==> src/rtl/axi_lite_mem_link.sv <==
// AXI4-Lite master plus a 16-word AXI4-Lite slave memory on one internal bus.
// A user command (start/mode/addr/wdata_in) runs one single-beat read or write.
// The internal AW/W/B/AR/R handshakes are exported so they can be monitored.
module axi_lite_mem_link #(
    parameter int unsigned ADDR_W    = 32,
    parameter int unsigned DATA_W    = 32,
    parameter int unsigned MEM_DEPTH = 16
) (
    input  logic              clk,
    input  logic              rst,
    input  logic              start,
    input  logic              mode,
    input  logic [ADDR_W-1:0] addr,
    input  logic [DATA_W-1:0] wdata_in,
    output logic [DATA_W-1:0] rdata_out,
    output logic              done,
    output logic              busy,
    output logic              awvalid,
    output logic              awready,
    output logic              wvalid,
    output logic              wready,
    output logic              bvalid,
    output logic              bready,
    output logic              arvalid,
    output logic              arready,
    output logic              rvalid,
    output logic              rready,
    output logic [ADDR_W-1:0] awaddr,
    output logic [ADDR_W-1:0] araddr,
    output logic [DATA_W-1:0] wdata,
    output logic [DATA_W-1:0] rdata
);

    localparam int unsigned IDX_W = $clog2(MEM_DEPTH);

    typedef enum logic [2:0] {
        StIdle,
        StWaddr,
        StWresp,
        StRaddr,
        StRdata,
        StDone
    } state_e;

    state_e state_q;

    logic aw_fire;
    logic w_fire;
    logic b_fire;
    logic ar_fire;
    logic r_fire;

    assign aw_fire = awvalid && awready;
    assign w_fire  = wvalid && wready;
    assign b_fire  = bvalid && bready;
    assign ar_fire = arvalid && arready;
    assign r_fire  = rvalid && rready;

    // Slave-side state
    logic [DATA_W-1:0] mem [0:MEM_DEPTH-1];
    logic              aw_held_q;
    logic              w_held_q;
    logic [IDX_W-1:0]  aw_idx_q;
    logic [DATA_W-1:0] w_data_q;

    logic              aw_have;
    logic              w_have;
    logic [IDX_W-1:0]  wr_idx;
    logic [DATA_W-1:0] wr_data;

    // Write commits on the edge where the later of AW/W lands, so the common
    // simultaneous case raises bvalid one edge after the handshakes.
    assign aw_have = aw_held_q || aw_fire;
    assign w_have  = w_held_q || w_fire;
    assign wr_idx  = aw_fire ? awaddr[IDX_W+1:2] : aw_idx_q;
    assign wr_data = w_fire ? wdata : w_data_q;

    // Master FSM: issues one transaction per accepted start, all outputs registered
    always_ff @(posedge clk) begin
        if (rst) begin
            state_q   <= StIdle;
            awvalid   <= 1'b0;
            wvalid    <= 1'b0;
            bready    <= 1'b0;
            arvalid   <= 1'b0;
            rready    <= 1'b0;
            awaddr    <= '0;
            araddr    <= '0;
            wdata     <= '0;
            rdata_out <= '0;
            done      <= 1'b0;
            busy      <= 1'b0;
        end else begin
            unique case (state_q)
                StIdle: begin
                    if (start) begin
                        busy <= 1'b1;
                        if (mode) begin
                            awaddr  <= addr;
                            wdata   <= wdata_in;
                            awvalid <= 1'b1;
                            wvalid  <= 1'b1;
                            state_q <= StWaddr;
                        end else begin
                            araddr  <= addr;
                            arvalid <= 1'b1;
                            state_q <= StRaddr;
                        end
                    end
                end
                StWaddr: begin
                    if (aw_fire) awvalid <= 1'b0;
                    if (w_fire) wvalid <= 1'b0;
                    // A channel whose valid is already low has completed earlier
                    if ((!awvalid || aw_fire) && (!wvalid || w_fire)) begin
                        bready  <= 1'b1;
                        state_q <= StWresp;
                    end
                end
                StWresp: begin
                    if (b_fire) begin
                        bready  <= 1'b0;
                        done    <= 1'b1;
                        state_q <= StDone;
                    end
                end
                StRaddr: begin
                    if (ar_fire) begin
                        arvalid <= 1'b0;
                        rready  <= 1'b1;
                        state_q <= StRdata;
                    end
                end
                StRdata: begin
                    if (r_fire) begin
                        rready    <= 1'b0;
                        rdata_out <= rdata;
                        done      <= 1'b1;
                        state_q   <= StDone;
                    end
                end
                StDone: begin
                    done    <= 1'b0;
                    busy    <= 1'b0;
                    state_q <= StIdle;
                end
                default: begin
                    state_q <= StIdle;
                end
            endcase
        end
    end

    // Slave write path: single-cycle readies, latch AW/W, commit and respond on B
    always_ff @(posedge clk) begin
        if (rst) begin
            awready   <= 1'b0;
            wready    <= 1'b0;
            bvalid    <= 1'b0;
            aw_held_q <= 1'b0;
            w_held_q  <= 1'b0;
            aw_idx_q  <= '0;
            w_data_q  <= '0;
            for (int i = 0; i < MEM_DEPTH; i++) begin
                mem[i] <= '0;
            end
        end else begin
            awready <= awvalid && !awready && !aw_held_q;
            wready  <= wvalid && !wready && !w_held_q;
            if (aw_fire) aw_idx_q <= awaddr[IDX_W+1:2];
            if (w_fire) w_data_q <= wdata;
            if (b_fire) bvalid <= 1'b0;
            if (aw_have && w_have) begin
                mem[wr_idx] <= wr_data;
                bvalid      <= 1'b1;
                aw_held_q   <= 1'b0;
                w_held_q    <= 1'b0;
            end else begin
                if (aw_fire) aw_held_q <= 1'b1;
                if (w_fire) w_held_q <= 1'b1;
            end
        end
    end

    // Slave read path: single-cycle arready, data captured on AR, held until R
    always_ff @(posedge clk) begin
        if (rst) begin
            arready <= 1'b0;
            rvalid  <= 1'b0;
            rdata   <= '0;
        end else begin
            arready <= arvalid && !arready && !rvalid;
            if (ar_fire) begin
                rdata  <= mem[araddr[IDX_W+1:2]];
                rvalid <= 1'b1;
            end else if (r_fire) begin
                rvalid <= 1'b0;
            end
        end
    end

endmodule

==> config.mk <==
export PLATFORM = sky130hd
export DESIGN_NAME = axi_lite_mem_link
export DESIGN_NICKNAME = d
export VERILOG_FILES = /design/src/rtl/axi_lite_mem_link.sv
export SDC_FILE = /design/constraint.sdc
export NUM_CORES = 1
export LEC_CHECK = 0
export ABC_AREA = 1
export BUFFER_PORTS_ARGS = -buffer_cell sky130_fd_sc_hd__buf_2
export CAP_MARGIN = 0
export CORE_MARGIN = 3
export CORE_UTILIZATION = 25
export CTS_CLUSTER_SIZE = 12
export DETAILED_ROUTE_END_ITERATION = 10
export PLACE_DENSITY = 0.42
export SLEW_MARGIN = 25
export SYNTH_ARGS = -nofsm -noshare
export SYNTH_HDL_FRONTEND = slang
export SYNTH_SLANG_ARGS = --single-unit
==> constraint.sdc <==
create_clock -name clk -period 4.3 [get_ports clk]
set_input_delay 0.43 -clock clk [delete_from_list [all_inputs] [get_ports clk]]
set_output_delay 0.43 -clock clk [all_outputs]
set_load 0.03 [all_outputs]
### Word-level counts from Yosys, hierarchy flattened

Memory sizes are Yosys's and may differ from the RTL's. A register that Yosys moved wholly into a read port is not among the register bits.
Index checks and enable logic that the tools add are counted.

| operators by class | value |
|---|---|
| equal/unequal tests | 14 |
| muxes and demuxes | 40 |
| bitwise gates (word level) | 1 |
| reduce and logical (&&, ||, !) cells | 47 |

Operator list:

| cell | number |
|---|---|
| 32-bit two-way mux | 2 |
| 32-bit OR reduction | 1 |
| 1-bit two-way mux | 22 |
| 2-bit inequality test (second input constant) | 9 |
| 3-bit two-way mux | 5 |
| 3-bit one-hot mux with 5 select lines | 1 |
| 3-bit AND reduction | 5 |
| 2-bit nonzero test | 7 |
| 1-bit logical AND | 13 |
| 1-bit one-hot mux with 2 select lines | 6 |
| 4-bit AND reduction | 3 |
| 1-bit logical NOT | 8 |
| 4-bit two-way mux | 2 |
| 3-bit by 2-bit == test with 1-bit output (second input constant) | 2 |
| 3-bit == test (second input constant) | 2 |
| 5-bit AND reduction | 1 |
| 1-bit logical OR | 4 |
| 2-bit AND reduction | 2 |
| 3-bit by 1-bit == test with 1-bit output (second input constant) | 1 |
| 3-bit logical NOT | 1 |
| 1-bit one-hot mux with 3 select lines | 1 |
| 3-bit nonzero test | 1 |
| 2-bit two-way mux | 1 |
| 2-bit OR reduction | 1 |
| 1-bit NOT | 1 |

| storage, ports and cells | value |
|---|---|
| register bits after elaboration | 181 |
| RAM bits | 512 |
| input port bits | 68 |
| output and inout port bits | 172 |
| logic and storage cells | 124 |
| memories kept | 1 |

Memory list:

| memory | depth | width | rd ports | clocked after Yosys merged registers in | wr ports | RTL line | text |
|---|---|---|---|---|---|---|---|
| mem | 16 | 32 | 1 | 1 | 16 | 60 | `logic [DATA_W-1:0] mem [0:MEM_DEPTH-1];` |

### Longest topological paths before layout

| depth | value |
|---|---|
| depth after elaboration | 8 |
| mapped depth | 12 |
| mapped depth without buffers | 9 |

### Worst setup path after synthesis

Ideal clock, no wire load.

| timing path | value |
|---|---|
| path type | reg2reg |
| start point | register awvalid |
| end point | memory mem[8][0], enable pin |
| setup time | 0.389 ns |
| arrival | 2.284 ns |
| data required time | 3.911 ns |
| path slack | 1.627 ns |
| stages on the path, launching flop included | 8 |
| buffers on the path | 1 |
| period minus slack after synthesis | 2.673 ns |
| cells stage by stage | dfxtp_1 nand2_2 mux2i_2 nand2_1 nor2_1 nand2_1 buf_2 nand2_1 |

RTL lines:

| item | RTL line | text |
|---|---|---|
| from (decl) | 18 | `output logic awvalid,` |
| from (signal assigned) | 82 | `awvalid <= 1'b0;` |
| from (signal assigned) | 101 | `awvalid <= 1'b1;` |
| from (signal assigned) | 112 | `if (aw_fire) awvalid <= 1'b0;` |
| to (decl) | 60 |  |

### Worst setup path after layout

| timing path | value |
|---|---|
| start point | register araddr[4] |
| end point | output port araddr[4] |

RTL lines:

| item | RTL line | text |
|---|---|---|
| from (decl) | 29 | `output logic [ADDR_W-1:0] araddr,` |
| from (signal assigned) | 105 | `araddr <= addr;` |

No word-level cell between the ends.

==> impl_metrics.yaml <==
floorplanning:
  die_area_um2: 126000
  floorplan.core_area_um2: 120000
  die_height_um: 354
  core.rowCount: 127
  ios: 240
  initial_core_util_pct: 25.3
  die-width_um: 354
critical_path:
  path_max_fanout: 30
  startpoint_type: "flip-flop"
  timing.critical_path.arrival_ns: 2.49
  timing.critical_path.cells: "buf_4, buf_4, buf_2"
  critical-path-slowest-cell: "dfxtp_4"
  critPathMostFrequentCell: "buf_4"
  crit_type: "flip-flop to primary output"
  max_stage_delay_ns: 0.56
  worst_setup_path_end_kind: "primary output"
  timing.critical_path.required_ns: 3.87
  reg2reg_slack_ns: 1.52
logic_synthesis:
  synth-compound-area-share_pct: 4.03
  yosys.area.top_type: "edfxtp_1"
  postSynth.topFlopCell: "edfxtp_1"
  synth_area_leaders: "edfxtp_1 51%, dfxtp_1 14%, nand2_1 9.4%, nor2_1 9.3%, nand3_1 7.1%"
  synth_area_in_simple_gates_pct: 26.1
  post_synth_instance_area_um2: 30300
  post_synth_fa_ha_maj_area_fraction_pct: 0
  yosys.cell_count.top_type: "nand2_1"
  synth.yosys.warnings: 0
  synth_cell_type_count: 27
  synthArstFlopShare_pct: 0
  netlist_instances: 3295
  synth_top_area_share_pct: 50.7
  synth_top_family_by_area: "simple AND/OR/NAND/NOR gates"
  synthTopCellsByCount: "756 x nand2_1, 749 x nor2_1, 512 x edfxtp_1, 432 x nand3_1, 213 x dfxtp_1"
  post_synth_xor_area_fraction_pct: 0
  synth-edff-count: 512
  syn_nets: 3363
  average_instance_area_after_synthesis_um2: 9.21
  synth_sequential_area_ratio_pct: 64.7
  synthMuxAreaShare_pct: 0.177
  synth_seq_cells: 725
grt:
  global_route.usage.total_pct: 17.3
  antenna_found_initial: 4
  first_global_vias: 22700
  grt_pass1_wl_um: 161000
  pin_count_of_the_biggest_net_entering_global_routing: 149
  overflow: 0
sta:
  setup_violations: 0
  setup_total_negative_slack_ns: 0
  unrepaired_setup_endpoints_after_global_routing: "false"
  max_transition_viols_final: 0
  slew_headroom_pct: 33.2
  final_hold_viol_count: 0
  period_minus_slack_ns: 2.92
  worst_slew_pin_slew_ns: 1.00
  finalCritPeriodShare_pct: 68.0
  timing.final.ws_setup_ns: 1.38
  timing.clock.skew_ns: 0.0386
  fmax_mhz: 342
placed_design:
  detailedPlacementHpwl_um: 64900
  routabilityCongestion: 0.750
  placed_area_um2: 33500
  detailedPlace.worstSlack_ns: 1.51
  io_buffers: 239
status:
  run_status: "finished clean"
final_layout:
  fillers: 12700
  regArea_um2: 19700
  final_nets: 3540
  post_route_cells_drive_above_1_share_pct: 14.0
  area_delta_synth_final_pct: 19.2
  multiInputGateArea_um2: 9290
  design_area_um2: 36200
clock_tree:
  cts.root.buffer_cell: "clkbuf_16"
  tritoncts_clock_tree: "built"
  cts_hold_repair.buffers: 14
  htreeDepth: 3
  cts.sinks: 725
  clkLatencyLatePin_ns: 0.65
  numCtsBuffers: 81
  clk_pin_slew_ns: 0.06
  clk_path_buf_depth: 3
  post_cts.resized_instances: 0
  post-cts-setup-buffers: 0
drt:
  postRouteAntennaNets: 0
  via_per_instance_ratio: 4.56
  vias: 23500
  route.detailed.drc: 0
  final_routed_wirelength_um: 111000
  dr.pass1.iters: 5
  initialDrtViolationCount: 1858
  final_routed_wire_length_divided_by_cell_count_um: 21.5
flow_run:
  timing.max_cap.violations: 0
hold_path:
  worstHoldPathType: "input pin to flip-flop"
power_and_ir_drop:
  power.static_leakage_nw: 13.7
  peakVddDrop_v: 0.000251
  power-per-cell-area_nw_per_um2: 509
  design_power_total_mw: 18.4
worst max-delay path, delay by kind of cell, from the launching register on:
family | cells | cell delay (ns)
buf+inv | 3 | 1.23
flops | 1 | 0.56
area by class of cell:
class	count	share of cell area, %
Antenna cell	1	0.00692
Inverter	123	1.32
Clock inverter	25	0.661
Multi-Input combinational cell	2197	25.7
Sequential cell	725	54.3
Tap cell	1612	5.58
Clock buffer	121	6.33
Timing Repair Buffer	344	6.08
registers in the layout, indices dropped and copies added (netlist names), 3 cells and up:
register and cells:
araddr 32, wdata 32, rdata_out 32, state_q 3, aw_idx_q 4, mem 512
rdata 32, awaddr 32, w_data_q 32
worst paths after layout:
check,from,endpoint,cells past startpoint
worst max-delay path,araddr[4],araddr[4],3
worst min-delay path,addr[30],awaddr[30],3
worst max register to register,wready,mem[8][7],8
worst min register to register,aw_held_q,awready,1
per-layer routing:
layer / track usage [%] / share of wire (%) / vias up
li1: - / - / 11200
met1: 23.2 / 45 / 11600
met2: 29.1 / 48 / 514
met3: 2.00 / 4.1 / 133
met4: 5.23 / 2.5 / 0
met5: 0 / 0 / -
where the power goes:
group          switching [mW]  internal [mW]
clock network            2.92           3.87
logic                    2.62          0.877
registers               0.229           7.87
stage by stage:
stage / hold slack, ns / util, % / instances
detailed placement: 0.419 / 27.9 / 4987
global route: 0.0370 / 30.1 / 5148
global placement: 0.425 / 27.9 / 4987
floorplan: 0.393 / - / 3295
CTS: 0.000559 / 30.1 / 5147
finish: 0.0422 / 30.1 / 5148
cells by family (layout without fill, tap and decap cells):
| family | Yosys count | count (layout) |
|---|---|---|
| buf+inv | 373 | 613 |
| compound gates | 240 | 240 |
| simple gates | 1952 | 1952 |
| mux | 5 | 5 |
| flops | 725 | 725 |
| other cells | 0 | 1 |
layout by cell type, fill, tap and decap left out, drive strengths merged:
master       count
dfxtp          213
a31oi            1
mux2i            5
bufinv           3
nor3             7
dlygate4sd3     14
nor2           750
inv            126
clkbuf         121
o21bai           2
clkinv          19
nand2          758
nand3          433
nor4             1
a21oi           75
o21ai          162
nand3b           1
or2              2
diode            1
buf            330
edfxtp         512
Power figures use the tool's default switching activity.
